[config.mk]
export PLATFORM = sky130hd
export DESIGN_NAME = pipeline_hazard_ctrl_flat
export DESIGN_NICKNAME = d
export VERILOG_FILES = /design/src/rtl/pipeline_hazard_ctrl_if.sv /design/src/rtl/pipeline_hazard_ctrl.sv /design/src/flat_wrapper.sv
export SDC_FILE = /design/constraint.sdc
export NUM_CORES = 1
export LEC_CHECK = 0
export ABC_AREA = 1
export CAP_MARGIN = 10
export CORE_MARGIN = 2
export CORE_UTILIZATION = 41
export DETAILED_ROUTE_END_ITERATION = 8
export HOLD_SLACK_MARGIN = 0.08
export PLACE_DENSITY_LB_ADDON = 0.05
export SYNTH_ARGS = -nofsm -noshare
export SYNTH_HDL_FRONTEND = slang
export SYNTH_SLANG_ARGS = --single-unit
[constraint.sdc]
create_clock -name clk -period 3.9 [get_ports clk]
set_clock_uncertainty 0.15 [all_clocks]
set_input_delay 1.17 -clock clk [delete_from_list [all_inputs] [get_ports clk]]
set_output_delay 1.17 -clock clk [all_outputs]
set_load 0.01 [all_outputs]
[src/rtl/pipeline_hazard_ctrl_if.sv]
// Hazard-controller bundle: stage register fields in, stall/freeze/forward controls out.
// Pure wiring, no latency; the pipeline side (master) drives stage state.
// No handshake: outputs follow the inputs within the same cycle.
interface pipeline_hazard_ctrl_if #(
    parameter int CNT_W = 16
);
    logic [4:0]       id_rs, id_rt;
    logic             id_use_rs, id_use_rt;
    logic [4:0]       ex_rs, ex_rt, ex_rd;
    logic             ex_reg_w, ex_mem_r;
    logic [4:0]       mem_rd;
    logic             mem_reg_w, mem_req, mem_ready;
    logic [4:0]       wb_rd;
    logic             wb_reg_w;
    logic             stall, idex_bubble, freeze;
    logic [1:0]       fwd_a, fwd_b;
    logic             halted;
    logic [CNT_W-1:0] stall_cycles, freeze_cycles;

    modport master (
        output id_rs, id_rt, id_use_rs, id_use_rt,
               ex_rs, ex_rt, ex_rd, ex_reg_w, ex_mem_r,
               mem_rd, mem_reg_w, mem_req, mem_ready,
               wb_rd, wb_reg_w,
        input  stall, idex_bubble, freeze, fwd_a, fwd_b, halted,
               stall_cycles, freeze_cycles
    );

    modport slave (
        input  id_rs, id_rt, id_use_rs, id_use_rt,
               ex_rs, ex_rt, ex_rd, ex_reg_w, ex_mem_r,
               mem_rd, mem_reg_w, mem_req, mem_ready,
               wb_rd, wb_reg_w,
        output stall, idex_bubble, freeze, fwd_a, fwd_b, halted,
               stall_cycles, freeze_cycles
    );
endinterface

[src/rtl/pipeline_hazard_ctrl.sv]
// Load-use stall, EX forwarding, memory-wait freeze and sticky timeout halt.
// Latency: stall/bubble/freeze/fwd are combinational (0 cycles); state and counters registered.
// Backpressure: freeze holds the whole pipe while mem_ready is low; HAZARD_PERF_EN adds perf counters.
module pipeline_hazard_ctrl #(
    parameter int WAIT_MAX = 255,
    parameter int CNT_W    = 16
) (
    input logic                   clk,
    input logic                   rst,
    pipeline_hazard_ctrl_if.slave hz
);
    typedef enum logic [1:0] {RUN, MEM_WAIT, HALT} state_t;

    localparam int WCNT_W = $clog2(WAIT_MAX + 1);
    localparam logic [WCNT_W-1:0] WAIT_LIM = WCNT_W'(WAIT_MAX);

    state_t            state, state_nxt;
    logic [WCNT_W-1:0] wait_cnt, wait_cnt_nxt;
    logic              freeze_c, load_use, stall_c;

    always_ff @(posedge clk) begin
        if (rst) begin
            state    <= RUN;
            wait_cnt <= '0;
        end else begin
            state    <= state_nxt;
            wait_cnt <= wait_cnt_nxt;
        end
    end

    always_comb begin
        state_nxt    = state;
        wait_cnt_nxt = wait_cnt;
        freeze_c     = 1'b0;
        case (state)
            RUN: begin
                freeze_c = hz.mem_req && !hz.mem_ready;
                if (freeze_c) begin
                    state_nxt    = MEM_WAIT;
                    wait_cnt_nxt = WCNT_W'(1);
                end
            end
            MEM_WAIT: begin
                freeze_c = !hz.mem_ready;
                if (hz.mem_ready)
                    state_nxt = RUN;
                else if (wait_cnt == WAIT_LIM)
                    state_nxt = HALT;
                else
                    wait_cnt_nxt = wait_cnt + WCNT_W'(1);
            end
            HALT:    freeze_c = 1'b1;
            default: state_nxt = RUN;
        endcase
    end

    assign load_use = hz.ex_mem_r && hz.ex_reg_w && (hz.ex_rd != 5'd0) &&
                      ((hz.id_use_rs && (hz.id_rs == hz.ex_rd)) ||
                       (hz.id_use_rt && (hz.id_rt == hz.ex_rd)));

    // A frozen pipe cannot swallow a bubble, so freeze masks it.
    assign stall_c        = freeze_c || load_use;
    assign hz.stall       = stall_c;
    assign hz.idex_bubble = load_use && !freeze_c;
    assign hz.freeze      = freeze_c;
    assign hz.halted      = (state == HALT);

    function automatic logic [1:0] fwd_sel(input logic [4:0] src,
                                           input logic [4:0] m_rd, input logic m_w,
                                           input logic [4:0] w_rd, input logic w_w);
        if (m_w && (m_rd != 5'd0) && (m_rd == src))
            return 2'b01;
        else if (w_w && (w_rd != 5'd0) && (w_rd == src))
            return 2'b10;
        else
            return 2'b00;
    endfunction

    assign hz.fwd_a = fwd_sel(hz.ex_rs, hz.mem_rd, hz.mem_reg_w, hz.wb_rd, hz.wb_reg_w);
    assign hz.fwd_b = fwd_sel(hz.ex_rt, hz.mem_rd, hz.mem_reg_w, hz.wb_rd, hz.wb_reg_w);

`ifdef HAZARD_PERF_EN
    logic [CNT_W-1:0] stall_cnt, freeze_cnt;

    always_ff @(posedge clk) begin
        if (rst) begin
            stall_cnt  <= '0;
            freeze_cnt <= '0;
        end else begin
            if (stall_c && !freeze_c && (stall_cnt != '1))
                stall_cnt <= stall_cnt + CNT_W'(1);
            if (freeze_c && (freeze_cnt != '1))
                freeze_cnt <= freeze_cnt + CNT_W'(1);
        end
    end

    assign hz.stall_cycles  = stall_cnt;
    assign hz.freeze_cycles = freeze_cnt;
`else
    assign hz.stall_cycles  = '0;
    assign hz.freeze_cycles = '0;
`endif
endmodule

[src/flat_wrapper.sv]
// flat-port wrapper written by rule: the top's interface ports become plain ports
module pipeline_hazard_ctrl_flat 
#(
    parameter int WAIT_MAX = 255,
    parameter int CNT_W    = 16
)
  (clk, rst, hz_id_rs, hz_id_rt, hz_id_use_rs, hz_id_use_rt, hz_ex_rs, hz_ex_rt, hz_ex_rd, hz_ex_reg_w, hz_ex_mem_r, hz_mem_rd, hz_mem_reg_w, hz_mem_req, hz_mem_ready, hz_wb_rd, hz_wb_reg_w, hz_stall, hz_idex_bubble, hz_freeze, hz_fwd_a, hz_fwd_b, hz_halted, hz_stall_cycles, hz_freeze_cycles);
  pipeline_hazard_ctrl_if #(.CNT_W(CNT_W)) hz_i ();
  input logic clk;
  input logic rst;
  input wire logic [$bits(hz_i.id_rs)-1:0] hz_id_rs;
  input wire logic [$bits(hz_i.id_rt)-1:0] hz_id_rt;
  input wire logic [$bits(hz_i.id_use_rs)-1:0] hz_id_use_rs;
  input wire logic [$bits(hz_i.id_use_rt)-1:0] hz_id_use_rt;
  input wire logic [$bits(hz_i.ex_rs)-1:0] hz_ex_rs;
  input wire logic [$bits(hz_i.ex_rt)-1:0] hz_ex_rt;
  input wire logic [$bits(hz_i.ex_rd)-1:0] hz_ex_rd;
  input wire logic [$bits(hz_i.ex_reg_w)-1:0] hz_ex_reg_w;
  input wire logic [$bits(hz_i.ex_mem_r)-1:0] hz_ex_mem_r;
  input wire logic [$bits(hz_i.mem_rd)-1:0] hz_mem_rd;
  input wire logic [$bits(hz_i.mem_reg_w)-1:0] hz_mem_reg_w;
  input wire logic [$bits(hz_i.mem_req)-1:0] hz_mem_req;
  input wire logic [$bits(hz_i.mem_ready)-1:0] hz_mem_ready;
  input wire logic [$bits(hz_i.wb_rd)-1:0] hz_wb_rd;
  input wire logic [$bits(hz_i.wb_reg_w)-1:0] hz_wb_reg_w;
  output wire logic [$bits(hz_i.stall)-1:0] hz_stall;
  output wire logic [$bits(hz_i.idex_bubble)-1:0] hz_idex_bubble;
  output wire logic [$bits(hz_i.freeze)-1:0] hz_freeze;
  output wire logic [$bits(hz_i.fwd_a)-1:0] hz_fwd_a;
  output wire logic [$bits(hz_i.fwd_b)-1:0] hz_fwd_b;
  output wire logic [$bits(hz_i.halted)-1:0] hz_halted;
  output wire logic [$bits(hz_i.stall_cycles)-1:0] hz_stall_cycles;
  output wire logic [$bits(hz_i.freeze_cycles)-1:0] hz_freeze_cycles;
  assign hz_i.id_rs = hz_id_rs;
  assign hz_i.id_rt = hz_id_rt;
  assign hz_i.id_use_rs = hz_id_use_rs;
  assign hz_i.id_use_rt = hz_id_use_rt;
  assign hz_i.ex_rs = hz_ex_rs;
  assign hz_i.ex_rt = hz_ex_rt;
  assign hz_i.ex_rd = hz_ex_rd;
  assign hz_i.ex_reg_w = hz_ex_reg_w;
  assign hz_i.ex_mem_r = hz_ex_mem_r;
  assign hz_i.mem_rd = hz_mem_rd;
  assign hz_i.mem_reg_w = hz_mem_reg_w;
  assign hz_i.mem_req = hz_mem_req;
  assign hz_i.mem_ready = hz_mem_ready;
  assign hz_i.wb_rd = hz_wb_rd;
  assign hz_i.wb_reg_w = hz_wb_reg_w;
  assign hz_stall = hz_i.stall;
  assign hz_idex_bubble = hz_i.idex_bubble;
  assign hz_freeze = hz_i.freeze;
  assign hz_fwd_a = hz_i.fwd_a;
  assign hz_fwd_b = hz_i.fwd_b;
  assign hz_halted = hz_i.halted;
  assign hz_stall_cycles = hz_i.stall_cycles;
  assign hz_freeze_cycles = hz_i.freeze_cycles;
  pipeline_hazard_ctrl #(.WAIT_MAX(WAIT_MAX), .CNT_W(CNT_W)) u_core (.clk(clk), .rst(rst), .hz(hz_i));
endmodule
# After elaboration in Yosys (flattened, before gate mapping)
# Cells that the tools add are included.
# classes
n_reduce_logical	24
n_eq_ne	13
bitwise_logic	1
n_mul	0
n_shift	0
order_cmp	0
muxes	13
n_div	0
add_sub_neg	1
# ops
op	count
$eq A5 B5 Y1	6
$mux W8	3
$pmux W8 S2	1
$reduce_bool A5 Y1	3
$mux W2	7
$logic_and A1 B1 Y1	13
$add A8 B1 Y8 const B	1
$eq A8 B8 Y1 const B	1
$pmux W2 S3	1
$ne A2 B2 Y1 const B	2
$reduce_and A4 Y1	1
$ne A3 B2 Y1 const B	1
$pmux W1 S3	1
$reduce_and A3 Y1	1
$eq A2 B1 Y1 const B	1
$eq A2 B2 Y1 const B	1
$logic_not A1 Y1	2
$logic_not A2 Y1	1
$logic_or A1 B1 Y1	2
$ne A2 B1 Y1 const B	1
$reduce_bool A2 Y1	1
$not A1 Y1	1
# totals
wordCells	54
romBits	0
n_memories	0
inputBits	45
latchBits	0
ram_bits	0
reg_bits	10
out_inout_bits	40

# Logic depth before layout (Yosys ltp)
# Gate-level depths: netlist of run 1.
# depth
ltp_word	5
mapped_depth	9
depth_no_buf	9

# Least setup slack after synthesis of run 1
# Ideal clock, no wire load.
# synth_timing
path_type	input to output
startpoint	input port hz_mem_rd[1]
endpoint	output port hz_fwd_a[1]
path_buffers	0
cell_stages	4
t_required_ns	2.580
arrival_ns	1.857
setup_slack_ns	0.723
cell_sequence	xnor2_1 > nand2_1 > nor3_1 > nor2_1
# synth_via
elab_chain_len	4
elab_cells_between_ends	5
cone_classes	eq/ne: 1; mux: 1; reduce/logical: 3
# synth_rtl
element	line_no	text
start, declared	flat_wrapper.sv:20	input wire logic [$bits(hz_i.mem_rd)-1:0] hz_mem_rd;
$reduce_bool A5 Y1	pipeline_hazard_ctrl.sv:71	if (m_w && (m_rd != 5'd0) && (m_rd == src))
$logic_and A1 B1 Y1	pipeline_hazard_ctrl.sv:71	
$logic_and A1 B1 Y1 (*)	pipeline_hazard_ctrl.sv:71	
$mux W2 (*)	pipeline_hazard_ctrl.sv:71	
end, declared	flat_wrapper.sv:29	output wire logic [$bits(hz_i.fwd_a)-1:0] hz_fwd_a;
# Every way passes the cells marked *; elsewhere a longest branch is shown, timed or not.

# Worst setup path in the final report of run 1
# Ends and elaborated chain as after synthesis.

==> results of run 1 <==
==> cell type report <==
class,count,area [um2],share of cell area [%]
multi-input cells,196,967,50.6
repair buffers,55,537,28.1
flip-flops and latches,10,200,10.5
inverters,30,114,5.96
well taps,46,57.6,3.01
clock buffers,4,36.3,1.90
==> power groups by stage <==
| stage | Clock, mW | Combinational [mW] | Sequential (mW) |
|---|---|---|---|
| final | 0.0978 | 0.150 | 0.110 |
| after global routing | 0.107 | 0.168 | 0.111 |
| after CTS | 0.100 | 0.150 | 0.110 |
| after detailed placement | 0 | 0.151 | 0.112 |
| after global placement | 0 | 0.151 | 0.112 |
| after floorplan | 0 | 0.103 | 0.111 |
==> path summary, 6_finish.rpt <==
| check | startpoint | to | slack (ns) |
|---|---|---|---|
| worst max register to register | u_core.wait_cnt[0]$_SDFFE_PP0P_ | u_core.wait_cnt[7]$_SDFFE_PP0P_ | 2.36 |
| worst min-delay path | u_core.wait_cnt[6]$_SDFFE_PP0P_ | u_core.wait_cnt[6]$_SDFFE_PP0P_ | 0.36 |
| worst min register to register | u_core.wait_cnt[6]$_SDFFE_PP0P_ | u_core.wait_cnt[6]$_SDFFE_PP0P_ | 0.36 |
| worst max-delay path | hz_mem_rd[1] | hz_fwd_a[1] | 0.1 |
==> per-layer routing <==
layer | wire [um] | part of all wire (%) | global-route usage [%]
met1 | 1410 | 45 | 19.8
met2 | 1480 | 47 | 29.9
met3 | 254 | 8.1 | 4.68
met5 | 0 | 0 | 0
met4 | 0 | 0 | 2.78
==> flip-flops by register name (all words and copies together), names as in the netlist <==
register,count
u_core.wait_cnt,8
u_core.state,2
==> through the flow <==
stage / hold WS [ns] / TNS (ns)
3_3_place_gp: 0.342 / -1.13
2_1_floorplan: 0.321 / 0
5_1_grt: 0.410 / 0
3_5_place_dp: 0.351 / -1.14
6_report: 0.362 / 0
4_1_cts: 0.361 / 0
==> worst max-delay path, stage by stage <==
cell and delay (ns):
sky130_fd_sc_hd__clkdlybuf4s50_1 0.54, sky130_fd_sc_hd__xnor2_1 0.14, sky130_fd_sc_hd__nand2_1 0.09, sky130_fd_sc_hd__nor3_2 0.21, sky130_fd_sc_hd__nor2_1 0.05, sky130_fd_sc_hd__dlygate4sd2_1 0.28
==> synthesized netlist by cell type (2+ instances only) <==
cell type	number
sky130_fd_sc_hd__a21oi_1	3
sky130_fd_sc_hd__inv_1	28
sky130_fd_sc_hd__nand2_4	5
sky130_fd_sc_hd__xnor2_1	14
sky130_fd_sc_hd__a21oi_2	2
sky130_fd_sc_hd__o21ai_1	2
sky130_fd_sc_hd__nor2_1	39
sky130_fd_sc_hd__nand2_1	64
sky130_fd_sc_hd__o21ai_0	4
sky130_fd_sc_hd__nand3_1	13
sky130_fd_sc_hd__nor3_1	5
sky130_fd_sc_hd__xor2_1	6
sky130_fd_sc_hd__dfxtp_1	10
sky130_fd_sc_hd__buf_4	32
==> cell families after synthesis <==
| kind of cell | count (synthesis) |
|---|---|
| AO/OA/AOI/OAI | 12 |
| adder cells (fa/ha/maj) | 1 |
| XOR/XNOR | 20 |
| flip-flops | 10 |
| AND/OR/NAND/NOR | 131 |
| buffers and inverters | 62 |
| other | 1 |
==> what timing repair did <==
| item | in CTS | in global routing |
|---|---|---|
| endpoints found under the setup margin | 7 | 5 |
| resized for setup | 9 | 8 |
| setup buffers | 1 | 0 |
| pin swaps | 1 | 2 |
==> flow_metrics.py, run 1 <==
metrics = {
    "timing": {
        "achievable-frequency_mhz": 263,
        "final_max_slew_viol_count": 0,
        "final_hold_viol_count": 0,
        "post-route-min-period_ns": 3.80,
        "final-setup-viol-count": 0,
        "final.setup.worst_slack_ns": 0.0993,
        "unrepaired_setup_endpoints_after_global_routing": "false",
        "min_period_over_period_pct": 97.5,
    },
    "floorplanning": {
        "fp.coreArea_um2": 3310,
        "die_x_um": 62.4,
        "dieArea_um2": 3890,
        "io_pins": 85,
        "row_count": 21,
        "die_height_um": 62.4,
        "start_util_pct": 42.2,
    },
    "worst_hold_path": {
        "worst_hold_path_type": "reg2reg",
        "min_delay_path_depth": 2,
    },
    "worst_setup_path": {
        "required_ns": 2.58,
        "critical_path_peak_fanout": 3,
        "critPathArrivalTime_ns": 2.48,
        "worstSetupPathType": "in2out",
        "worstSetupEndpointType": "primary output",
        "rr_worst_depth": 8,
        "start_kind": "input pin",
    },
    "run": {
        "maxCapViolCount": 0,
    },
    "logic_synthesis": {
        "synth_compound_gate_area_share_pct": 5.01,
        "synthAdderAreaFrac_pct": 0.895,
        "synth-async-reset-ratio_pct": 0,
        "fraction_of_synthesized_area_in_multiplexers_pct": 0,
        "yosys-top-cells-area": "sky130_fd_sc_hd__buf_4 17%, sky130_fd_sc_hd__nand2_1 17%, sky130_fd_sc_hd__dfxtp_1 14%",
        "yosys_warn_count": 0,
        "post-synth-top-area-fraction_pct": 17.2,
        "post_synth_inst_count": 237,
        "synth_xor_area_share_pct": 12.5,
        "synth_seq_cells": 10,
        "yosys.area_share.simple_pct": 41.6,
        "synth_top_family_by_area": "simple AND/OR/NAND/NOR gates",
        "yosys.area.top_type": "sky130_fd_sc_hd__buf_4",
        "synth-main-ff-cell": "sky130_fd_sc_hd__dfxtp_1",
        "synth.yosys.seq_area_share_pct": 14.3,
        "synth_enable_flop_cells": 0,
        "post_synth_instance_area_um2": 1400,
        "synth_cell_type_count": 24,
        "syn_avg_cell_area_um2": 5.90,
    },
    "drt": {
        "ant_nets": 0,
        "drt-initial-drc-count": 36,
        "wire_per_inst_um": 9.23,
        "detailedRoute.firstPassIterationCount": 5,
        "detail_route.vias_per_cell": 4.16,
        "routed_wirelength_um": 3150,
        "routed-via-count": 1417,
        "drc": 0,
    },
    "pwr": {
        "pwr-share-comb_pct": 42.0,
        "part_of_the_power_in_the_clock_network_pct": 27.3,
        "swShare_pct": 33.4,
        "intPower_mw": 0.238,
        "power_density_nw_per_um2": 187,
        "netSwitchingPower_mw": 0.120,
        "vdd_drop_max_uv": 130,
        "total_power_mw": 0.358,
        "power.leakage_nw": 0.985,
        "sequentialPowerShare_pct": 30.7,
    },
    "place": {
        "dpl_cell_area_um2": 1870,
        "dpl.hpwl_um": 2710,
        "gp_congestion": 0.869,
        "dp.cells": 336,
        "post-place-ws_ns": -0.215,
        "place.port_buffers": 52,
    },
    "global_route": {
        "grt_start_max_net_pins": 9,
        "wire_length_of_the_first_global_routing_pass_um": 5350,
        "global_route.usage.total_pct": 16.5,
        "global_route.overflow_total": 0,
        "first_global_vias": 1315,
        "initial_antenna_violation_count": 0,
    },
    "finish": {
        "instances_no_fill": 341,
        "syn_to_final_growth_pct": 36.8,
        "layout_commonest_cell": "sky130_fd_sc_hd__nand2_1",
        "drive_gt1_share_pct": 7.80,
        "layout.cells.most_common_list": "64 x sky130_fd_sc_hd__nand2_1, 41 x sky130_fd_sc_hd__clkdlybuf4s50_1, 38 x sky130_fd_sc_hd__nor2_1",
        "antenna_cells": 0,
        "final_nets": 342,
        "fin_util_pct": 57.7,
        "fin_area_um2": 1910,
        "fillCellCount": 352,
    },
    "cts": {
        "clkTransAtPathRegs_ns": 0.07,
        "clock_sinks": 10,
        "numCtsBuffers": 3,
        "number_of_buffers_inserted_for_hold_repair_after_clock_tree_synthesis": 0,
        "worstSkewPairLatency_ns": 0.27,
        "clock_tree.htree_level_count": 1,
        "cts_tree": "built",
        "ctsLongestPathBuffers": 2,
        "clockRootBuffer": "sky130_fd_sc_hd__clkbuf_4",
    },
    "run_status": {
        "run_status": "finished, final reports clean",
    },
}
Note: power is estimated with default switching activity, not from simulation.
==> run 2, diff against run 1 <==
--- a/config.mk
+++ b/config.mk
@@ -6,12 +6,13 @@
 export NUM_CORES = 1
 export LEC_CHECK = 0
 export ABC_AREA = 1
-export CAP_MARGIN = 10
+export CAP_MARGIN = 25
 export CORE_MARGIN = 2
 export CORE_UTILIZATION = 41
 export DETAILED_ROUTE_END_ITERATION = 8
 export HOLD_SLACK_MARGIN = 0.08
 export PLACE_DENSITY_LB_ADDON = 0.05
+export SLEW_MARGIN = 20
 export SYNTH_ARGS = -nofsm -noshare
 export SYNTH_HDL_FRONTEND = slang
 export SYNTH_SLANG_ARGS = --single-unit
==> results of run 2 <==
The final DEF is identical to that of run 1; final timing and power are the same.
==> run 3, diff against run 2 <==
--- a/config.mk
+++ b/config.mk
@@ -6,6 +6,7 @@
 export NUM_CORES = 1
 export LEC_CHECK = 0
 export ABC_AREA = 1
+export ABC_CLOCK_PERIOD_IN_PS = 3900
 export CAP_MARGIN = 25
 export CORE_MARGIN = 2
 export CORE_UTILIZATION = 41
==> results of run 3 <==
The final DEF is identical to that of run 1; final timing and power are the same.
==> RTL edit 1 (settings of run 1) <==
Add a define of `HAZARD_PERF_EN`.
--- a/src/rtl/pipeline_hazard_ctrl.sv
+++ b/src/rtl/pipeline_hazard_ctrl.sv
@@ -2,4 +2,6 @@
 // Latency: stall/bubble/freeze/fwd are combinational (0 cycles); state and counters registered.
 // Backpressure: freeze holds the whole pipe while mem_ready is low; HAZARD_PERF_EN adds perf counters.
+`define HAZARD_PERF_EN
+
 module pipeline_hazard_ctrl #(
     parameter int WAIT_MAX = 255,
Function: changed (a bounded check fails within 4 cycles, from zero or initial values and one cycle with rst high).
==> RTL edit 1 against run 1 <==
Total power increased to 2.5 times the old value. Critical path type unchanged. Clock power increased to 3.1 times the old value. Setup slack got worse by 0.031 ns. Wire length increased by 130%. Synthesized area increased by 110%. Highest routed layer is now met4. Sequential cell count increased by 32. Final area increased by 120%. Core utilization increased by 2.6 points. Global-route usage increased by 2.6 points. Hold slack got worse by 0.013 ns. Synthesized cell count increased by 94%. Final cell count increased by 95%.
==> RTL edit 1: results (changes against run 1) <==
reg-to-reg critical path endpoint=u_core.hz.freeze_cycles[5]; cts bufs inserted=5 (+2); outcome=finished, final reports clean; reg2reg setup slack=1.98 ns (-0.38 ns); share of layout cells above drive strength 1=13.4% (+5.6 points); number of fill cells=681 (+93%); vias per inst=4.69 (+13%); Root Driver=clkbuf_8; sequential fraction of the synthesis area=28.9% (+15 points); Fin Hold WS=0.350 ns (-0.0128 ns); R2R depth=9 (+1); Clock Pin Slew Worst Setup and Hold Paths=0.09 ns (+0.02 ns); FF+latch area=841 sq um (+320%); Worst Setup EP=hz_fwd_b[1]; H-tree Lvls=2 (+1); DPL Wire Length=5650 microns (+110%); Mapped Cells=459 (+94%); pre-CTS WS=-0.433 ns (-0.218 ns); delay of the slowest cell on the worst path=0.45 ns (-0.09 ns); Inst Count DP=653 (+94%); Peak VDD IR=0.000167 V (+28%); Post-CTS Resized=32 (+23); Final nets=615 (+80%); vias in the first global route=2871 (+120%); pin count of the biggest net entering global routing=25 (+16); setup repair bufs after CTS=2 (+1); Synth area leaders=dfxtp_1, nand2_1, nor2_1; YS warnings=0 (unchanged); drt first pass iters=4 (-1); via count=3114 (+120%); Synth top cells by count=nand2_1, nor2_1, inv_1; CP Launch Point=hz_wb_rd[1]; leakage=1.82 nW (+84%); depth of the worst hold-timing path=1 (-1); Hold Startpoint=u_core.hz.freeze_cycles[3]; DRT iter0 DRCs=129 (+260%); Data arrival, critical path=2.51 ns (+0.03 ns); Hold Crit Endpoint=u_core.hz.freeze_cycles[3]; achievable frequency=261 MHz (-0.81%); port bufs=84 (+62%); placed inst area=3980 sq um (+110%); Unique masters post-synth=33 (+38%); clock buffer depth=2 (unchanged); Clk Latency, worst-skew pair=0.29 ns (+0.02 ns); first-pass GRT wire length=12100 microns (+130%); GRT Total Usage=19.1% (+2.6 points); final wirelength=7170 microns (+130%)
[RTL edit 1: cell count changes in the layout (fill, tap and decap cells not counted), moves of 10 or more]
| cell | delta |
|---|---|
| o21ai_0 | +12 |
| buf_4 | +20 |
| inv_1 | +30 |
| conb_1 | -32 |
| dfxtp_1 | +32 |
| nor3_1 | +10 |
| clkdlybuf4s50_1 | +27 |
| nand4_1 | +20 |
| a21oi_1 | +12 |
| nand2_1 | +48 |
| nor2_1 | +42 |
[RTL edit 1: per-layer routing]
layer  up-vias  wire length [microns]  global-route usage (%)
li1       1671                      -                       -
met1      1369                   3430                    24.8
met2        70                   3440                    33.5
met3         4                    241                    3.02
met4         0                     56                    4.13
met5         -                      0                       0
[RTL edit 1: worst register-to-register path, stage by stage, from the launching register on]
cell	delay [ns]
dfxtp_1	0.39
ha_1	0.21
nand3_1	0.13
nor2_1	0.22
nand3_2	0.13
nand2_4	0.18
inv_1	0.13
nand2_1	0.09
o21ai_0	0.07
a21oi_1	0.15
[RTL edit 1: power by group]
part	internal, mW	switching, mW	total (mW)	leakage (nW)
Sequential	0.433	0.00506	0.438	0.339
Combinational	0.0880	0.0815	0.170	1.43
Clock	0.143	0.155	0.299	0.0482
Total	0.664	0.242	0.906	1.82
[RTL edit 1: cell families (layout without fill, tap and decap cells)]
group / after synthesis / count (layout) / share of synthesized area [%]
flops: 42 / 42 / 28.9
buf+inv: 72 / 181 / 9.86
fa+ha+maj: 3 / 3 / 1.29
xor+xnor: 27 / 27 / 8.14
compound gates: 33 / 33 / 6.07
simple gates: 282 / 282 / 45.7
[RTL edit 1: layout make-up]
type | count | share of cell area, %
clock buffers | 7 | 2.09
repair buffers | 107 | 24.2
well taps | 96 | 2.91
multi-input cells | 345 | 44.3
clock inverters | 1 | 0.121
flip-flops and latches | 42 | 20.4
inverters | 66 | 6.01
==> RTL edit 2 (config.mk and constraints of run 1) <==
Made on the original files. The 3 states of `state_t` get a one-hot encoding in 3 bits.
--- a/src/rtl/pipeline_hazard_ctrl.sv
+++ b/src/rtl/pipeline_hazard_ctrl.sv
@@ -10,5 +10,5 @@
     pipeline_hazard_ctrl_if.slave hz
 );
-    typedef enum logic [1:0] {RUN, MEM_WAIT, HALT} state_t;
+    typedef enum logic [2:0] {RUN = 3'b001, MEM_WAIT = 3'b010, HALT = 3'b100} state_t;
 
     localparam int WCNT_W = $clog2(WAIT_MAX + 1);
Formal check against the unedited RTL: same outputs for any inputs over 10 cycles, from zero or initial values and one cycle with rst high; not proved beyond that.
==> RTL edit 2 against run 1 <==
Fmax fell by 0.42%. Synthesized area rose by 4.5%. Total power is 3.6% higher. Wire length is 3.0% higher. Sequential cell count is 1 higher. Sequential power grew 15%. Core utilization rose by 0.84 points. Final area increased by 3.9%. Global-route usage fell by 0.18 points. Critical path depth unchanged. Count of clock-buffer cells in the layout unchanged. Setup slack worse by 0.016 ns. Clock power fell by 17%. Critical endpoint is now hz_fwd_b[1]. Largest power group unchanged.
==> RTL edit 2: results (changes against run 1) <==
outcome=finished, final reports clean; GRT Total Usage=16.4% (-0.18 points); placed inst area=1950 sq um (+4.6%); Combinational Power=164 uW (+9%); setup repair bufs after CTS=0 (-1); vias per inst=4.21 (+1.4%); Compound-Gate Fraction of Synth Area=3.94% (-1.1 points); sequential share of power=33.9% (+3.2 points); Synth area leaders=nand2_1, buf_4, dfxtp_1; pin count of the biggest net entering global routing=11 (+2); DPL Wire Length=2800 microns (+3.4%); logic gate share of total power=44.2% (+2.2 points); Unique masters post-synth=22 (-8.3%); Data arrival, critical path=2.50 ns (+0.02 ns); leakage=0.986 nW (about the same); reg-to-reg critical path endpoint=u_core.wait_cnt[5]; DRT iter0 DRCs=54 (+50%); Mapped Cells=247 (+4.2%); Synth top cells by count=nand2_1, buf_4, inv_1; Final nets=354 (+3.5%); Peak VDD IR=0.0000906 V (-31%); number of fill cells=351 (-0.28%); Worst Setup EP=hz_fwd_b[1]; final wirelength=3240 microns (+3.0%); Pint=241 uW (+1.2%); sequential fraction of the synthesis area=15.1% (+0.76 points); share of layout cells above drive strength 1=9.12% (+1.3 points); routability cong.=0.789 (-9.3%); drt first pass iters=4 (-1); R2R depth=9 (+1)
-- RTL edit 2: cell count changes in the layout (fill, tap and decap cells not counted), moves of 6 or more --
cell     before  now
xor2_1        6    0
nand3_1      13   22
nor2_1       38   27
nand2_1      64   70
xnor2_1      14   20
-- RTL edit 2: worst min path at each step --
stage                            start  depth (start not counted)            endpoint
global placement       u_core.state[2]                          2     u_core.state[2]
detailed placement     u_core.state[2]                          2     u_core.state[2]
floorplan           u_core.wait_cnt[4]                          2  u_core.wait_cnt[4]
CTS                    u_core.state[2]                          2     u_core.state[2]
global route           u_core.state[2]                          2     u_core.state[2]
finish                 u_core.state[2]                          2     u_core.state[2]
-- RTL edit 2: cell type report --
cell class	count	share of cell area [%]
Sequential cell	11	11.1
Timing Repair Buffer	57	27.5
Inverter	33	6.24
Multi-Input combinational cell	202	50.9
Clock buffer	4	1.32
Tap cell	46	2.90
-- RTL edit 2: worst max-delay path, stage by stage --
cell and delay, ns:
clkdlybuf4s50_1 0.54, xnor2_1 0.13, nand2_1 0.09, nor3_2 0.22, nor2_1 0.06, dlygate4sd2_1 0.28
-- RTL edit 2: stage by stage --
stage | util (%) | hold WS, ns | worst slack [ns]
finish | 58.6 | 0.359 | 0.0834
global route | 58.6 | 0.399 | -0.000255
CTS | 58.1 | 0.363 | 0.0291
detailed placement | 57.6 | 0.352 | -0.244
global placement | 57.6 | 0.353 | -0.236
floorplan | - | 0.329 | 0.723
-- RTL edit 2: metal layers --
layer / share of wire (%) / GRT usage (%) / vias up
li1: - / - / 815
met1: 47 / 21.6 / 609
met2: 45 / 27.4 / 59
met3: 6.9 / 3.04 / 4
met4: 1.0 / 4.08 / 0
met5: 0 / 0 / -
